File: src/rtl/fifo_rd_stream_pkg.sv
// Shared definitions for the FIFO read-side stream adapter.
//   state_e : controller state encoding (IDLE / RUN / FLUSH)
//   WCNT_W  : width of the delivered-word counter
package fifo_rd_stream_pkg;

  typedef enum logic [1:0] {
    ST_IDLE  = 2'd0,
    ST_RUN   = 2'd1,
    ST_FLUSH = 2'd2
  } state_e;

  localparam int unsigned WCNT_W = 32;

endpackage

File: src/rtl/fifo_rd_skid2.sv
// Two-entry FIFO-ordered skid buffer between the FIFO read port and the
// downstream stream.
//   clk, reset_ : clock, asynchronous active-low reset
//   clr         : discard all buffered words (wins over push/pop)
//   push        : write push_data at the tail
//   pop         : remove the head entry (only legal while out_valid=1)
//   out_valid   : buffer holds at least one word
//   out_data    : head entry
//   cnt         : number of buffered words (0..2)
module fifo_rd_skid2 #(
  parameter int WIDTH = 8
) (
  input  logic             clk,
  input  logic             reset_,
  input  logic             clr,
  input  logic             push,
  input  logic [WIDTH-1:0] push_data,
  input  logic             pop,
  output logic             out_valid,
  output logic [WIDTH-1:0] out_data,
  output logic [1:0]       cnt
);

  logic [WIDTH-1:0] e0_q, e0_d;  // head
  logic [WIDTH-1:0] e1_q, e1_d;  // tail when two words are held
  logic [1:0]       cnt_q, cnt_d;

  always_comb begin
    e0_d  = e0_q;
    e1_d  = e1_q;
    cnt_d = cnt_q;
    if (clr) begin
      cnt_d = 2'd0;
    end else begin
      case ({push, pop})
        2'b10: begin
          if (cnt_q == 2'd0) e0_d = push_data;
          else               e1_d = push_data;
          if (cnt_q != 2'd2) cnt_d = cnt_q + 2'd1;
        end
        2'b01: begin
          e0_d  = e1_q;
          cnt_d = cnt_q - 2'd1;
        end
        2'b11: begin
          // Occupancy is unchanged; the head advances and the new word
          // lands behind whatever remains.
          if (cnt_q == 2'd1) begin
            e0_d = push_data;
          end else begin
            e0_d = e1_q;
            e1_d = push_data;
          end
        end
        default: ;
      endcase
    end
  end

  // Stage boundary: buffer storage
  always_ff @(posedge clk or negedge reset_) begin
    if (!reset_) begin
      e0_q  <= '0;
      e1_q  <= '0;
      cnt_q <= 2'd0;
    end else begin
      e0_q  <= e0_d;
      e1_q  <= e1_d;
      cnt_q <= cnt_d;
    end
  end

  assign out_valid = (cnt_q != 2'd0);
  assign out_data  = e0_q;
  assign cnt       = cnt_q;

endmodule

File: src/rtl/fifo_rd_stream.sv
// Read-side consumer for the asynchronous FIFO, entirely in the read clock
// domain. Turns the FIFO's one-cycle registered read latency into a
// valid/ready stream with a start threshold, 2-entry skid buffer, flush and
// a delivered-word counter.
//   clk        : FIFO read clock
//   reset_     : asynchronous active-low reset
//   rden       : FIFO read request (combinational from registered state)
//   dataout    : FIFO read data, valid the cycle after rden
//   rdempty    : FIFO empty flag
//   rdusedw    : FIFO fill level
//   flush      : discard buffered words and drain the FIFO
//   out_valid / out_data / out_ready : downstream stream
//   busy       : controller not idle
//   word_cnt   : accepted-word count, wraps
module fifo_rd_stream
  import fifo_rd_stream_pkg::*;
#(
  parameter int WIDTH        = 8,
  parameter int DEPTH        = 16,
  parameter int PTR          = 4,
  parameter int START_THRESH = 4
) (
  input  logic              clk,
  input  logic              reset_,
  output logic              rden,
  input  logic [WIDTH-1:0]  dataout,
  input  logic              rdempty,
  input  logic [PTR:0]      rdusedw,
  input  logic              flush,
  output logic              out_valid,
  output logic [WIDTH-1:0]  out_data,
  input  logic              out_ready,
  output logic              busy,
  output logic [WCNT_W-1:0] word_cnt
);

  // A threshold above DEPTH can never be reached, so IDLE would never exit.
  if (START_THRESH < 1 || START_THRESH > DEPTH) begin : g_thresh_chk
    $error("fifo_rd_stream: START_THRESH must lie within 1..DEPTH");
  end

  localparam logic [PTR:0] THRESH = (PTR+1)'(START_THRESH);

  state_e            state_q, state_d;
  logic              rd_pend_q;
  logic [WCNT_W-1:0] word_cnt_q, word_cnt_d;
  logic [1:0]        skid_cnt;
  logic              credit_ok;
  logic              hs;
  logic              push;
  logic              clr;

  // Registered-only credit: buffered plus in-flight words must leave room
  // for the word this read will return.
  assign credit_ok = ({1'b0, skid_cnt} + {2'b00, rd_pend_q}) < 3'd2;

  // FLUSH drains without a credit limit since returning words are dropped.
  assign rden = !rdempty &&
                (((state_q == ST_RUN) && credit_ok) || (state_q == ST_FLUSH));

  assign hs   = out_valid && out_ready;
  assign push = rd_pend_q && (state_q == ST_RUN);
  // Holding clear for the whole flush keeps the buffer empty on entry and
  // throughout.
  assign clr  = (state_d == ST_FLUSH);
  assign busy = (state_q != ST_IDLE);

  always_comb begin
    state_d    = state_q;
    word_cnt_d = word_cnt_q + WCNT_W'(hs);
    case (state_q)
      ST_IDLE: begin
        if (flush)                  state_d = ST_FLUSH;
        else if (rdusedw >= THRESH) state_d = ST_RUN;
      end
      ST_RUN: begin
        if (flush)
          state_d = ST_FLUSH;
        else if (rdempty && !rd_pend_q && (skid_cnt == 2'd0))
          state_d = ST_IDLE;
      end
      ST_FLUSH: begin
        if (rdempty && !rd_pend_q && !flush) state_d = ST_IDLE;
      end
      default: state_d = ST_IDLE;
    endcase
  end

  // Stage boundary: controller state, in-flight flag, counter
  always_ff @(posedge clk or negedge reset_) begin
    if (!reset_) begin
      state_q    <= ST_IDLE;
      rd_pend_q  <= 1'b0;
      word_cnt_q <= '0;
    end else begin
      state_q    <= state_d;
      rd_pend_q  <= rden;
      word_cnt_q <= word_cnt_d;
    end
  end

  assign word_cnt = word_cnt_q;

  fifo_rd_skid2 #(
    .WIDTH (WIDTH)
  ) u_skid (
    .clk       (clk),
    .reset_    (reset_),
    .clr       (clr),
    .push      (push),
    .push_data (dataout),
    .pop       (hs),
    .out_valid (out_valid),
    .out_data  (out_data),
    .cnt       (skid_cnt)
  );

endmodule

File: config.mk
export PLATFORM = sky130hd
export DESIGN_NAME = fifo_rd_stream
export DESIGN_NICKNAME = d
export VERILOG_FILES = /design/src/rtl/fifo_rd_stream_pkg.sv /design/src/rtl/fifo_rd_skid2.sv /design/src/rtl/fifo_rd_stream.sv
export SDC_FILE = /design/constraint.sdc
export NUM_CORES = 1
export LEC_CHECK = 0
export CAP_MARGIN = 10
export CORE_MARGIN = 4
export CORE_UTILIZATION = 40
export DETAILED_ROUTE_END_ITERATION = 8
export PLACE_DENSITY = 0.66
export SLEW_MARGIN = 40
export SYNTH_ARGS = -nofsm -noshare
export SYNTH_HDL_FRONTEND = slang
export SYNTH_HIERARCHICAL = 1
export SYNTH_SLANG_ARGS = --single-unit
File: constraint.sdc
create_clock -name clk -period 3.2 [get_ports clk]
set_clock_uncertainty 0.2 [all_clocks]
set_input_delay 0.48 -clock clk [delete_from_list [all_inputs] [get_ports clk]]
set_output_delay 0.48 -clock clk [all_outputs]
set_load 0.1 [all_outputs]
==> results of run 1 <==
through the flow:
step	hold WS, ns	area [sq um]
floorplan	-0.0156	2610
global placement	0.258	3150
finish	0.0833	3260
global route	0.140	3260
CTS	0.114	3260
detailed placement	0.271	3150
per-layer routing:
metal	vias to the layer above	wire length, microns
met5	-	0
met4	0	51
met3	6	347
met2	45	2160
met1	846	2390
li1	871	-
area by class of cell:
cell class	instances	share of cell area (%)
multi-input cells	147	36.2
inverters	13	1.61
clock inverters	1	0.920
well taps	77	2.95
repair buffers	61	15.0
flip-flops and latches	53	40.6
clock buffers	7	2.64
worst max-delay path by stage:
| stage | end | cells after the start | from | slack, ns |
|---|---|---|---|---|
| 2_1_floorplan | word_cnt[22] | 11 | u_skid/cnt[0] | 0.18 |
| 3_3_place_gp | word_cnt[22] | 8 | out_ready | 0.27 |
| 3_5_place_dp | word_cnt[22] | 8 | out_ready | 0.24 |
| 4_1_cts | word_cnt[22] | 10 | u_skid/cnt[0] | 0.28 |
| 5_1_grt | word_cnt[30] | 10 | u_skid/cnt[0] | 0.11 |
| 6_report | word_cnt[22] | 10 | u_skid/cnt[0] | 0.29 |
kinds of logic (layout without fill, tap and decap cells):
logic type,count (synthesis),after routing,share of synthesized area [%]
AND/OR/NAND/NOR,75,75,18.6
flip-flops,53,53,51.0
XOR/XNOR,30,30,10.1
multiplexers,24,24,10.5
buffers and inverters,20,82,3.61
AO/OA/AOI/OAI,13,13,3.85
adder cells (fa/ha/maj),5,5,2.40
sequential cells by signal, summed over array words and instances (netlist names):
name / cells
word_cnt: 32
u_skid/e1_q: 8
u_skid/out_data: 8
state_q: 2
u_skid/cnt: 2
rd_pend_q: 1
cell usage in the layout, fill, tap and decap left out, types with 6 or more instances in the layout:
cell / n
buf_4: 46
clkbuf_8: 6
clkdlybuf4s50_1: 14
dfrtp_1: 53
inv_1: 12
mux2_1: 7
mux2_2: 16
nand2_1: 12
nand3_1: 12
nor2_1: 10
nor3_2: 12
xnor2_1: 11
xor2_1: 19
worst max-delay path, cell delays in order (launching register included):
cell and delay (ns):
dfrtp_1 0.45, inv_1 0.10, ha_1 0.25, clkinvlp_4 0.10
and2_1 0.18, ha_1 0.26, ha_1 0.20, nand3_1 0.11
or4_1 0.60, nor4_2 0.23, xor2_1 0.16
power by group through the flow:
stage / Combinational, mW / Clock [mW] / Sequential [mW]
finish: 1.06 / 0.468 / 0.853
global route: 1.10 / 0.516 / 0.868
CTS: 1.07 / 0.483 / 0.854
detailed placement: 1.06 / 0 / 0.865
global placement: 1.05 / 0 / 0.862
floorplan: 0.320 / 0 / 1.37
==> run summary, run 1 <==
worst r2r path cells = 10
clk slew on worst S/H paths = 0.09 ns
fmax = 344 MHz
Die Wd = 88.7 microns
Main synth FF type = dfrtp_1
vias in the first global route = 1,789
area of the multi-input gates = 0.00118 sq mm
Hold-fix buffers, CTS = 0
met3 global-route usage = 4.66%
GPL Wtd Cong = 0.733
Seq. cell area = 0.00133 sq mm
Final setup viols = 0
Post-CTS Repair Setup Buffers = 0
Slew Limit Headroom = 55.9%
initial antenna violation count = 0
share of cells above drive strength 1 = 33.0%
critical path class = reg2reg
H-tree depth = 2
die area = 0.00786 sq mm
max cap viols = 0
buffer depth of the longest clock path = 2
Internal = 1.28 mW
NumNets Final = 304
Layout Cells excl Fill = 359
syn nets = 243
Area Overhead vs Synth = 25.4%
total power = 2.38 mW
Leakage = 1.55 nW
hpwl dp = 3.65 mm
Clock power frac = 19.7%
root buffer cell = clkbuf_8
antenna fix cells = 0
switching power share of the total = 46.0%
endpoint of the worst-slack reg-to-reg timing path = word_cnt[22]
Core Region = 0.00635 sq mm
sequential cell area fraction in the yosys report = 51.0%
largest area contributor in the netlist = dfrtp_1
fillers = 596
crit path time final = 2.91 ns
fin. max-slew vios = 0
CTS resizes = 0
number of I/O port buffers = 58
top cell type's share of synthesized area = 51.0%
Initial Utilization = 41.0%
largest fanout on the critical path = 6
Rows = 29
synthesized flop and latch total = 53
drt drc = 0
Num CTS Buffers = 5
Tcrit/Tclk final = 90.9%
largest net degree at the start of global routing = 54
GR peak layer = met2
most frequent cell after synthesis = dfrtp_1
Final Hold Viols = 0
post-synthesis cell area = 0.00260 sq mm
cell count after synthesis = 220
Synthesis Warnings = 6
Final Core Density = 51.4%
TritonCTS clock tree = done
top cells by area, synth = dfrtp_1 51%, mux2_2 6.9%, xor2_1 6.4%
M2 GR Usage = 20.6%
syn_area_per_cell = 11.8 sq um
setup TNS = 0 ns
RSZ-0062 raised after global routing = no
global route total overflow = 0
I/O pins = 61
Data required, critical path = 3.24 ns
P per Cell Area = 728 mW/mm^2
placed cells = 351
Reg power frac = 35.9%
gr usage total = 13.7%
die height = 88.7 microns
first-pass GRT wire length = 8.44 mm
met1 GRT Util = 19.1%
Avg Vias per Cell = 4.92
wire length per cell = 13.8 microns
vias = 1,768
Post-synth EDFFs = 0
drt total wl = 4.95 mm
slew of the pin with the lowest slew margin = 0.661 ns
sw power = 1.09 mW
CP Capture Type = flip-flop
Setup WS post-layout = 0.290 ns
Worst Hold Class = in2async
post-synth cell types = 40
Synth top cells by count = 53 x dfrtp_1, 19 x xor2_1, 16 x mux2_2
Initial DRC Count = 60
peak supply drop = 0.983 mV
Combinational Power Share = 44.4%
Worst-Skew Late Latency = 0.30 ns
CP Data Arrival Time = 2.95 ns
Num Clock Sinks = 53
Critical Path Start Type = flip-flop
Post-DRT Antenna Nets = 0
FF-to-FF setup slack = 0.29 ns
status = finished clean
First-pass DRT Iterations = 4
worst slack at placement = 0.240 ns
FF-to-FF Start = u_skid/cnt[0]
ys async rst share = 100%
Power figures use the tool's default switching activity.
==> run 2: changes to the inputs <==
- CORE_UTILIZATION: 40 -> 50
- CTS_CLUSTER_SIZE: default -> 24
- PLACE_DENSITY: 0.66 -> 0.8
==> run 2 against run 1 <==
Die area decreased by 18%. Count of clock-buffer cells in the layout shrank 2. Largest cell class unchanged. Core utilization up 15 points. Flip-flop and latch count is the same. Clock power is 3% lower. Global-route usage rose by 3.1 points. Sequential share of layout area about the same. Final area fell by 0.11%. Non-clock buffer count rose by 1. Routed wire length increased by 1.6%. Highest routed layer unchanged. Via count grew 1.5%.
==> run summary, run 2 (synthesized netlist as in run 1, its figures left out) <==
status = finished clean (unchanged)
antenna fix cells = 0 (unchanged)
hpwl dp = 3.75 mm (was 3.65 mm)
largest fanout on the critical path = 6 (unchanged)
Final Hold Viols = 0 (unchanged)
Initial Utilization = 53.3% (was 41.0%)
Num CTS Buffers = 5 (unchanged)
first-pass GRT wire length = 8.47 mm (was 8.44 mm)
crit path time final = 2.84 ns (was 2.91 ns)
NumNets Final = 305 (was 304)
initial antenna violation count = 0 (unchanged)
buffer depth of the longest clock path = 2 (unchanged)
root buffer cell = clkbuf_8 (unchanged)
fin. max-slew vios = 0 (unchanged)
most used cell, CP = ha_1 (unchanged)
most common cell after layout, fill and taps aside = dfrtp_1 (unchanged)
Worst Path Buf+Inv = 2 (unchanged)
CTS resizes = 0 (unchanged)
crit-path cells = inv_1, ha_1, clkinvlp_4, and2_1, ha_1, ha_1, nand3_1, or4_1, nor4_2, xor2_1 (unchanged)
worst r2r path cells = 10 (unchanged)
GPL Wtd Cong = 0.795 (was 0.733)
clk slew on worst S/H paths = 0.10 ns (was 0.09 ns)
slowest stage delay, CP = 0.60 ns (about the same)
Num Clock Sinks = 53 (unchanged)
fillers = 402 (was 596)
Final Core Density = 66.8% (was 51.4%)
Worst-Skew Late Latency = 0.30 ns (about the same)
area of the multi-input gates = 0.00118 sq mm (unchanged)
CP top delay family = simple AND/OR/NAND/NOR gates (unchanged)
setup TNS = 0 ns (unchanged)
Tcrit/Tclk final = 88.9% (was 90.9%)
largest net degree at the start of global routing = 38 (was 54)
Slew Limit Headroom = 62.2% (was 55.9%)
Setup WS post-layout = 0.357 ns (was 0.290 ns)
share of cells above drive strength 1 = 33.2% (was 33.0%)
global route total overflow = 0 (unchanged)
critical path class = reg2reg (unchanged)
Rows = 25 (was 29)
Critical Path Start Type = flip-flop (unchanged)
Data required, critical path = 3.24 ns (about the same)
First-pass DRT Iterations = 4 (unchanged)
number of I/O port buffers = 58 (unchanged)
vias in the first global route = 1,798 (was 1,789)
fmax = 352 MHz (was 344 MHz)
Area Overhead vs Synth = 25.3% (was 25.4%)
die height = 80.1 microns (was 88.7 microns)
worst slack at placement = 0.277 ns (was 0.240 ns)
Post-CTS Repair Setup Buffers = 0 (unchanged)
Die Wd = 80.1 microns (was 88.7 microns)
Worst Hold Class = reg2reg (was in2async)
drt drc = 0 (unchanged)
Hold-fix buffers, CTS = 1 (was 0)
Final setup viols = 0 (unchanged)
max cap viols = 0 (unchanged)
Seq. cell area = 0.00133 sq mm (unchanged)
RSZ-0062 raised after global routing = no (unchanged)
H-tree depth = 2 (unchanged)
WP depth = 10 (unchanged)
I/O pins = 61 (unchanged)
Leakage = 1.55 nW (about the same)
most frequent cells in the layout = 53 x dfrtp_1, 46 x buf_4, 19 x xor2_1 (unchanged)
Worst Hold Depth = 1
wire length per cell = 14.4 microns (was 13.8 microns)
max reg flops = 32 (unchanged)
Core Region = 0.00488 sq mm (was 0.00635 sq mm)
gr usage total = 16.9% (was 13.7%)
TritonCTS clock tree = done (unchanged)
peak supply drop = 0.938 mV (was 0.983 mV)
Post-DRT Antenna Nets = 0 (unchanged)
Avg Vias per Cell = 5.13 (was 4.92)
Initial DRC Count = 27 (was 60)
drt total wl = 5.03 mm (was 4.95 mm)
P per Cell Area = 724 mW/mm^2 (was 728 mW/mm^2)
CP Capture Type = flip-flop (unchanged)
slew of the pin with the lowest slew margin = 0.564 ns (was 0.661 ns)
CP Data Arrival Time = 2.88 ns (was 2.95 ns)
Crit-path slowest cell = or4_1 (unchanged)
die area = 0.00642 sq mm (was 0.00786 sq mm)
vias = 1,795 (was 1,768)
==> run 2: cell count changes in the layout (fill, tap and decap cells not counted), sizes merged <==
cell	previous run	this run
clkinv	0	1
dlygate4sd3	0	1
clkinvlp	1	2
clkbuf	7	5
==> run 2: routing by layer <==
metal	up-vias	part of all wire [%]	wire length, microns	GRT usage [%]
li1	875	-	-	-
met1	876	44	2240	21.6
met2	39	48	2420	27.5
met3	5	6.5	328	5.04
met4	0	0.92	46	5.07
met5	-	0	0	0
==> run 2: area by class of cell <==
class                      instances  share of cell area (%)
clock buffer                       5                    2.11
clock inverter                     3                    1.42
inverter                          13                    1.61
multi-input combinational        147                    36.3
sequential                        53                    40.7
tap                               67                    2.57
timing repair buffer              62                    15.3
==> run 2: worst paths after layout <==
path	from	endpoint	slack, ns
worst max-delay path	u_skid/cnt[0]	word_cnt[22]	0.36
worst min-delay path	word_cnt[31]	word_cnt[31]	0.27
worst max register to register	u_skid/cnt[0]	word_cnt[22]	0.36
worst min register to register	word_cnt[31]	word_cnt[31]	0.27
max in group asynchronous	reset_	word_cnt[26]	1.60
min in group asynchronous	reset_	u_skid/out_data[3]	0.41
==> run 2: through the flow <==
stage                     std cells  instance area [sq um]  hold WS [ns]  power, mW
final                           350                   3260         0.271       2.36
after global routing            350                   3260         0.303       2.46
after global placement          341                   3140         0.212       1.91
after detailed placement        341                   3140         0.216       1.93
after floorplan                 220                   2610       -0.0156       1.69
after CTS                       350                   3260         0.277       2.38
==> run 2: report_power, final <==
part	total (mW)	internal, mW	switching, mW
sequential	0.848	0.767	0.0808
combinational	1.06	0.262	0.799
clock	0.453	0.234	0.219
